### src/rtl/mem_arbiter_pkg.sv
// ============================================================================
//  mem_arbiter_pkg -- shared types and constants for the two-port memory arbiter
//  Revision: 1.0
// ============================================================================
`default_nettype none

package mem_arbiter_pkg;

  typedef enum logic [1:0] {
    ST_IDLE    = 2'd0,
    ST_ACCESS  = 2'd1,
    ST_CAPTURE = 2'd2,
    ST_DONE    = 2'd3
  } state_t;

  localparam logic PORT_C = 1'b0;
  localparam logic PORT_D = 1'b1;

  localparam logic [1:0] IO_PREFIX_DEFAULT = 2'b11;

endpackage

`default_nettype wire

### src/rtl/mem_arbiter_decode.sv
// ============================================================================
//  mem_io_decode -- flags addresses whose top two bits select I/O space
//  Revision: 1.0
// ============================================================================
`default_nettype none

module mem_io_decode
  import mem_arbiter_pkg::*;
#(
  parameter int         ADDR_W    = 16,
  parameter logic [1:0] IO_PREFIX = IO_PREFIX_DEFAULT
) (
  input  logic [ADDR_W-1:0] adr_i,
  output logic              is_io_o
);

  assign is_io_o = ((adr_i >> (ADDR_W - 2)) == ADDR_W'(IO_PREFIX));

endmodule

`default_nettype wire

### src/rtl/mem_arbiter.sv
// ============================================================================
//  mem_arbiter -- round-robin arbiter granting a CPU and a DMA port access to a
//  shared memory / I/O bus through a four-state, fully registered sequencer.
//  Revision: 1.0
// ============================================================================
`default_nettype none

module mem_arbiter
  import mem_arbiter_pkg::*;
#(
  parameter int         ADDR_W    = 16,
  parameter int         DATA_W    = 16,
  parameter logic [1:0] IO_PREFIX = IO_PREFIX_DEFAULT
) (
  input  logic              clk,
  input  logic              rst,
  input  logic              c_req,
  input  logic              c_we,
  input  logic [ADDR_W-1:0] c_adr,
  input  logic [DATA_W-1:0] c_wdata,
  output logic [DATA_W-1:0] c_rdata,
  output logic              c_done,
  input  logic              d_req,
  input  logic              d_we,
  input  logic [ADDR_W-1:0] d_adr,
  input  logic [DATA_W-1:0] d_wdata,
  output logic [DATA_W-1:0] d_rdata,
  output logic              d_done,
  output logic              mem_en,
  output logic              mem_read,
  output logic              mem_write,
  output logic [ADDR_W-1:0] mem_adr,
  output logic [DATA_W-1:0] mem_wdata,
  input  logic [DATA_W-1:0] mem_rdata,
  output logic              io_read,
  output logic              io_write,
  input  logic [DATA_W-1:0] io_rdata,
  output logic              busy
);

  state_t              state_q;
  logic                port_q;
  logic                last_q;
  logic                we_q;
  logic                is_io_q;
  logic [ADDR_W-1:0]   adr_q;
  logic [DATA_W-1:0]   wdata_q;
  logic [DATA_W-1:0]   c_rdata_q;
  logic [DATA_W-1:0]   d_rdata_q;
  logic                c_done_q;
  logic                d_done_q;
  logic                mem_en_q;
  logic                mem_read_q;
  logic                mem_write_q;
  logic                io_read_q;
  logic                io_write_q;
  logic                busy_q;

  logic                grant_d;
  logic                sel_we;
  logic [ADDR_W-1:0]   sel_adr;
  logic [DATA_W-1:0]   sel_wdata;
  logic                sel_is_io;

  // On a tie the port that did not win last time is served.
  always_comb begin
    grant_d = PORT_C;
    if (c_req && d_req) begin
      grant_d = ~last_q;
    end else if (d_req) begin
      grant_d = PORT_D;
    end
  end

  assign sel_we    = (grant_d == PORT_D) ? d_we    : c_we;
  assign sel_adr   = (grant_d == PORT_D) ? d_adr   : c_adr;
  assign sel_wdata = (grant_d == PORT_D) ? d_wdata : c_wdata;

  mem_io_decode #(
    .ADDR_W    (ADDR_W),
    .IO_PREFIX (IO_PREFIX)
  ) u_decode (
    .adr_i   (sel_adr),
    .is_io_o (sel_is_io)
  );

  always_ff @(posedge clk or posedge rst) begin
    if (rst) begin
      state_q     <= ST_IDLE;
      port_q      <= PORT_C;
      last_q      <= PORT_D;
      we_q        <= 1'b0;
      is_io_q     <= 1'b0;
      adr_q       <= '0;
      wdata_q     <= '0;
      c_rdata_q   <= '0;
      d_rdata_q   <= '0;
      c_done_q    <= 1'b0;
      d_done_q    <= 1'b0;
      mem_en_q    <= 1'b0;
      mem_read_q  <= 1'b0;
      mem_write_q <= 1'b0;
      io_read_q   <= 1'b0;
      io_write_q  <= 1'b0;
      busy_q      <= 1'b0;
    end else begin
      // Strobes and done are single-cycle pulses; default them low.
      c_done_q    <= 1'b0;
      d_done_q    <= 1'b0;
      mem_en_q    <= 1'b0;
      mem_read_q  <= 1'b0;
      mem_write_q <= 1'b0;
      io_read_q   <= 1'b0;
      io_write_q  <= 1'b0;
      case (state_q)
        ST_IDLE: begin
          if (c_req || d_req) begin
            port_q  <= grant_d;
            last_q  <= grant_d;
            we_q    <= sel_we;
            is_io_q <= sel_is_io;
            adr_q   <= sel_adr;
            wdata_q <= sel_wdata;
            busy_q  <= 1'b1;
            state_q <= ST_ACCESS;
            if (sel_is_io) begin
              io_read_q  <= ~sel_we;
              io_write_q <= sel_we;
            end else begin
              mem_en_q    <= 1'b1;
              mem_read_q  <= ~sel_we;
              mem_write_q <= sel_we;
            end
          end
        end
        ST_ACCESS: begin
          state_q <= ST_CAPTURE;
        end
        ST_CAPTURE: begin
          if (!we_q) begin
            if (port_q == PORT_C) begin
              c_rdata_q <= is_io_q ? io_rdata : mem_rdata;
            end else begin
              d_rdata_q <= is_io_q ? io_rdata : mem_rdata;
            end
          end
          c_done_q <= (port_q == PORT_C);
          d_done_q <= (port_q == PORT_D);
          state_q  <= ST_DONE;
        end
        ST_DONE: begin
          busy_q  <= 1'b0;
          state_q <= ST_IDLE;
        end
        default: begin
          busy_q  <= 1'b0;
          state_q <= ST_IDLE;
        end
      endcase
    end
  end

  assign c_rdata   = c_rdata_q;
  assign d_rdata   = d_rdata_q;
  assign c_done    = c_done_q;
  assign d_done    = d_done_q;
  assign mem_en    = mem_en_q;
  assign mem_read  = mem_read_q;
  assign mem_write = mem_write_q;
  assign mem_adr   = adr_q;
  assign mem_wdata = wdata_q;
  assign io_read   = io_read_q;
  assign io_write  = io_write_q;
  assign busy      = busy_q;

endmodule

`default_nettype wire

### config.mk
export PLATFORM = sky130hd
export DESIGN_NAME = mem_arbiter
export DESIGN_NICKNAME = d
export VERILOG_FILES = /design/src/rtl/mem_arbiter_pkg.sv /design/src/rtl/mem_arbiter_decode.sv /design/src/rtl/mem_arbiter.sv
export SDC_FILE = /design/constraint.sdc
export NUM_CORES = 1
export LEC_CHECK = 0
export ABC_AREA = 0
export BUFFER_PORTS_ARGS = -buffer_cell sky130_fd_sc_hd__buf_2
export CAP_MARGIN = 0
export CORE_MARGIN = 2
export CORE_UTILIZATION = 45
export DETAILED_ROUTE_END_ITERATION = 10
export HOLD_SLACK_MARGIN = 0.06
export PLACE_DENSITY = 0.77
export SLEW_MARGIN = 10
export SYNTH_ARGS = -nofsm -noshare
export SYNTH_HDL_FRONTEND = slang
export SYNTH_SLANG_ARGS = --single-unit
### constraint.sdc
create_clock -name clk -period 3 [get_ports clk]
set_clock_uncertainty 0.05 [all_clocks]
set_input_delay 0.45 -clock clk [delete_from_list [all_inputs] [get_ports clk]]
set_output_delay 0.45 -clock clk [all_outputs]
set_load 0.03 [all_outputs]
Word-level counts from Yosys, hierarchy flattened
Cells that the tools add are included.
{"block": "word_totals", "regBits": 78, "latch_bits": 0, "mem_bits_rw": 0, "rom_bits": 0, "inputBits": 102, "output_inout_bits": 72, "elab_cells": 61, "memories": 0}
{"block": "op_classes", "addsub": 0, "multipliers": 0, "div": 0, "order_cmp": 0, "eq_ne": 5, "n_shift": 0, "mux": 27, "n_bitwise": 4, "n_reduce_logical": 8}
{"op": "16-bit 2-to-1 mux", "n": 3}
{"op": "1-bit 2-to-1 mux", "n": 21}
{"op": "2-bit one-hot mux with 4 select lines", "n": 1}
{"op": "2-bit == test (second input constant)", "n": 3}
{"op": "3-bit AND reduction", "n": 2}
{"op": "1-bit NOT", "n": 4}
{"op": "2-bit AND reduction", "n": 2}
{"op": "2-bit by 1-bit == test with 1-bit output (second input constant)", "n": 1}
{"op": "2-bit logical NOT", "n": 1}
{"op": "2-bit 2-to-1 mux", "n": 1}
{"op": "2-bit != test (second input constant)", "n": 1}
{"op": "1-bit one-hot mux with 2 select lines", "n": 1}
{"op": "2-bit nonzero test", "n": 1}
{"op": "1-bit logical AND", "n": 1}
{"op": "1-bit logical OR", "n": 1}

Longest topological paths before layout
{"block": "depth", "ltp_word": 7, "mapped_depth": 7, "ltp_nobuf": 5}

Hierarchy
From an unflattened synthesis, not the netlist that was laid out.
{"block": "hier_totals", "cells_unflattened": 362, "hier_area_um2": 3408.3}
{"module": "mem_arbiter", "n_inst": 1, "cells_per_inst": 361, "area_per_inst_um2": 3402.0, "seq_area_each_um2": 1953.1}
{"module": "mem_io_decode", "n_inst": 1, "cells_per_inst": 1, "area_per_inst_um2": 6.3, "seq_area_each_um2": 0.0}

Least setup slack after synthesis
No wires, ideal clock.
{"block": "synth_path", "kind": "reg2reg", "from": "register state_q[0]", "to": "register wdata_q[10], in the netlist mem_wdata[10]", "setup_ns": 0.083, "arrival_ns": 1.353, "required_ns": 2.867, "setup_slack_ns": 1.515, "path_stages_with_launch": 8, "n_path_buf": 2, "period_less_slack_ns": 1.485, "cell_sequence": "dfrtp_1 > inv_1 > ha_1 > o21ai_0 > buf_2 > buf_1 > nand2_1 > o21ai_0"}
{"block": "synth_between", "elab_chain_cells": 2}
{"element": "start: declaration", "line_no": "mem_arbiter.sv:41", "text": "state_t state_q;"}
{"element": "start signal: assignment", "line_no": "mem_arbiter.sv:89", "text": "state_q <= ST_IDLE;"}
{"element": "start signal: assignment", "line_no": "mem_arbiter.sv:125", "text": "state_q <= ST_ACCESS;"}
{"element": "start signal: assignment", "line_no": "mem_arbiter.sv:137", "text": "state_q <= ST_CAPTURE;"}
{"element": "2-bit logical NOT", "line_no": "mem_arbiter.sv:115", "text": "case (state_q)"}
{"element": "2-bit AND reduction (no source line)"}
{"element": "end signal: assignment", "line_no": "mem_arbiter.sv:123", "text": "wdata_q <= sel_wdata;"}
{"element": "end: declaration", "line_no": "mem_arbiter.sv:47", "text": "logic [DATA_W-1:0] wdata_q;"}
Every way passes these cells.
A chain may end at the register's enable or synchronous reset.

Final worst setup path
{"block": "layout_path", "from": "register state_q[0]", "to": "register d_rdata_q[15], in the netlist d_rdata[15]"}
{"block": "layout_between", "elab_chain_cells": 2}
{"element": "2-bit == test", "line_no": "mem_arbiter.sv:115"}
{"element": "3-bit AND reduction (no source line)"}
{"element": "end signal: assignment", "line_no": "mem_arbiter.sv:144", "text": "d_rdata_q <= is_io_q ? io_rdata : mem_rdata;"}
{"element": "end: declaration", "line_no": "mem_arbiter.sv:49", "text": "logic [DATA_W-1:0] d_rdata_q;"}
Every way passes these cells.

==> impl_metrics.csv <==
group,metric,value,unit
cells_and_area,n_fill_cell,633,
power_and_ir_drop,power_density,1156,mW/mm²
critical_path,crit_required,3.12,ns
logic_synthesis,ys_types,29,
cts,h-tree-depth,3,
place,port_buffers,173,
timing,tns,0,ns
timing,slew_violations,0,
drt,drtAntennaViolNets,0,
timing,tightest_slew,0.9670,ns
power_and_ir_drop,leakage,2.394,nW
timing,max_slew_margin,35.34,%
logic_synthesis,synth_cells,317,
cells_and_area,area_delta_synth_final,36.38,%
floorplanning,core,0.007292,mm²
cts,cts_max_path_buffers,2,
timing,whs,0.3402,ns
drt,vias,2907,
cts,clock_latency,0.33,ns
cts,cts_resized,0,
cts,path_clk_slew,0.08,ns
global_route,antenna_found_initial,0,
global_route,grt_pass1_vias,2829,
hold_path,hold_path.class,"input pin to register",
power_and_ir_drop,swShare,45.00,%
critical_path,cp_max_fo,32,
drt,routedWlPerCell,13.68,µm
logic_synthesis,yosys-top-cells-count,"77 x dfrtp_1, 53 x nand2_1, 51 x o21ai_0",
logic_synthesis,yosys.area.top_type,"dfrtp_1",
cts,cts_tree,"yes",
timing,period_minus_slack,2.003,ns
power_and_ir_drop,combPwrFrac,47.2,%
critical_path,crit_arrival,2.13,ns
critical_path,worstSetupPathType,"register to register",
drt,wl,8098,µm
outcome,outcome,"complete, no violations",
power_and_ir_drop,pwr-share-clk,17.7,%
logic_synthesis,synth.top_cell.area_share,56.76,%
logic_synthesis,syn_area,0.003395,mm²
cts,cts_root_buffer,"clkbuf_8",
floorplanning,io_pins,174,
critical_path,cp-start-kind,"register",
critical_path,crit_slowest_cell,"nand3b_1",
global_route,grt_pass1_wl,13120,µm
floorplanning,fp.dieW,90.85,µm
timing,fin_crit_sh,66.75,%
cells_and_area,multi_input_area,0.001346,mm²
cells_and_area,final_nets,593,
logic_synthesis,yosysSeqAreaShare,57.54,%
flow_run,max_cap_viol_count,0,
cells_and_area,diodes,0,
logic_synthesis,synth-edff-count,0,
critical_path,crit_family,"simple AND/OR/NAND/NOR gates",
floorplanning,dieArea,0.008254,mm²
logic_synthesis,synthArstFlopShare,100.0,%
power_and_ir_drop,switchingPower,0.002408,W
cells_and_area,layout-drive-gt1-share,40.97,%
critical_path,cp_cell_sequence,"inv_1, ha_1, nand3b_1, nand2_1, o21ai_0",
floorplanning,initial_core_util,46.55,%
drt,avgViaCountPerCell,4.910,
logic_synthesis,ys_top_cells_by_area,"dfrtp_1 57%, mux2i_1 15%, o21ai_0 7.5%, nand2_1 5.9%, a21oi_1 3.2%",
logic_synthesis,synth_most_common_cell,"dfrtp_1",
place,place_congestion,0.7392,
drt,dr.pass1.iters,4,
floorplanning,row_count,31,
cts,numCtsBuffers,9,
cells_and_area,regArea,0.001953,mm²
timing,setup_viol,0,
power_and_ir_drop,pwr-share-seq,35.2,%
timing,rsz0062_at_grt,"no",
logic_synthesis,synth_area_per_cell,10.71,µm²
global_route,grt_max_degree,33,
global_route,overflow,0,
global_route,grtUsageTotal,19.82,%
drt,drt_iter0_drc,72,
logic_synthesis,ys.flop_type,"dfrtp_1",
critical_path,worst_setup_path_end_kind,"register",
critical_path,critPathBufInv,1,
place,dp_hpwl,6283,µm
drt,drc,0,
floorplanning,die_y,90.85,µm
cts,clkSinkCount,78,
timing,fmax,499.4,MHz
critical_path,slowest_delay,0.68,ns
cts,postCtsSetupRepairBufs,0,
logic_synthesis,synth_nets,422,
logic_synthesis,yosys_warnings,0,
logic_synthesis,synth_seq_cells,78,
power_and_ir_drop,ir_drop,0.5916,mV
timing,hold_viol,0,
power_and_ir_drop,power.internal,0.002944,W
-- logic make-up after synthesis --
family | Yosys count | synth area share, %
AOI/OAI and AO/OA | 77 | 12.02
and+or+nand+nor | 85 | 10.95
muxes | 51 | 15.08
adders and majority gates | 3 | 1.106
buffers and inverters | 23 | 3.317
DFF | 78 | 57.54
-- routing by layer --
| layer | up-vias | GRT usage (%) | wire (µm) |
|---|---|---|---|
| li1 | 1430 | - | - |
| met1 | 1327 | 23.17 | 3341 |
| met2 | 144 | 34.89 | 3970 |
| met3 | 6 | 5.927 | 735 |
| met4 | 0 | 6.439 | 51 |
| met5 | - | 0 | 0 |
-- sequential cells by signal, indices dropped and copies added, names as in the netlist --
signal	cells
io_read	1
mem_en	1
mem_write	1
last_q	1
state_q	2
io_write	1
is_io_q	1
port_q	1
mem_read	1
d_rdata	16
c_done	1
we_q	1
c_rdata	16
d_done	1
busy	1
mem_adr	16
mem_wdata	16
-- placed cells by master, fill, tap and decap left out, types with 3 or more instances in the layout --
| cell type | instances |
|---|---|
| nand2_1 | 53 |
| nor2_1 | 18 |
| mux2i_1 | 50 |
| a21oi_1 | 22 |
| dfrtp_1 | 77 |
| nand3b_1 | 3 |
| o21ai_0 | 50 |
| bufinv_16 | 3 |
| buf_4 | 4 |
| buf_2 | 173 |
| ha_1 | 3 |
| clkbuf_8 | 10 |
-- path summary, 6_finish.rpt --
path                            slack, ns           to  cells after the start        from
worst min-delay path                 0.34     io_write                      3   d_adr[14]
min in group asynchronous            0.58   mem_adr[7]                      3         rst
worst max-delay path                  1.0  d_rdata[15]                      5  state_q[0]
worst min register to register       0.43   mem_adr[2]                      2  mem_adr[2]
max in group asynchronous            1.60       last_q                      4         rst
worst max register to register        1.0  d_rdata[15]                      5  state_q[0]
-- final cells by class --
cell class                 count  share of cell area [%]
sequential                    78                   42.19
multi-input combinational    216                   29.08
timing repair buffer         180                   20.43
clock buffer                  11                   3.054
tap                           99                   2.676
clock inverter                 5                   2.297
inverter                       3                  0.2703
-- power by group through the flow --
stage | clock network, W | registers, W | logic (W)
2_1_floorplan | 0 | 0.00272 | 0.000914
3_3_place_gp | 0 | 0.00187 | 0.00249
3_5_place_dp | 0 | 0.00190 | 0.00256
4_1_cts | 0.000964 | 0.00189 | 0.00256
5_1_grt | 0.00101 | 0.00194 | 0.00275
6_report | 0.000945 | 0.00188 | 0.00253
-- worst reg2reg max path: cells and delay by family, from the launching register on --
family          cells  cell delay, ns
simple gates        2            0.97
buf+inv             1            0.09
compound gates      1            0.12
fa+ha+maj           1            0.22
flops               1            0.41
-- metrics by stage --
step                total power (W)  instances  setup slack (ns)  util, %  cell area [µm²]
global route               0.005711        592            0.7293    63.49             4629
floorplan                  0.003638        317            0.5066        -             3395
global placement           0.004364        575             1.038    59.95             4372
detailed placement         0.004463        575            0.9789    59.95             4372
CTS                        0.005411        592            0.9667    63.49             4629
finish                     0.005352        592            0.9974    63.49             4629
-- repair_timing --
item,4_1_cts,5_1_grt
endpoints found under the setup margin,0,0
hold buffers,1,0
endpoints found under the hold margin,21,0
(Power assumes the default switching activity.)
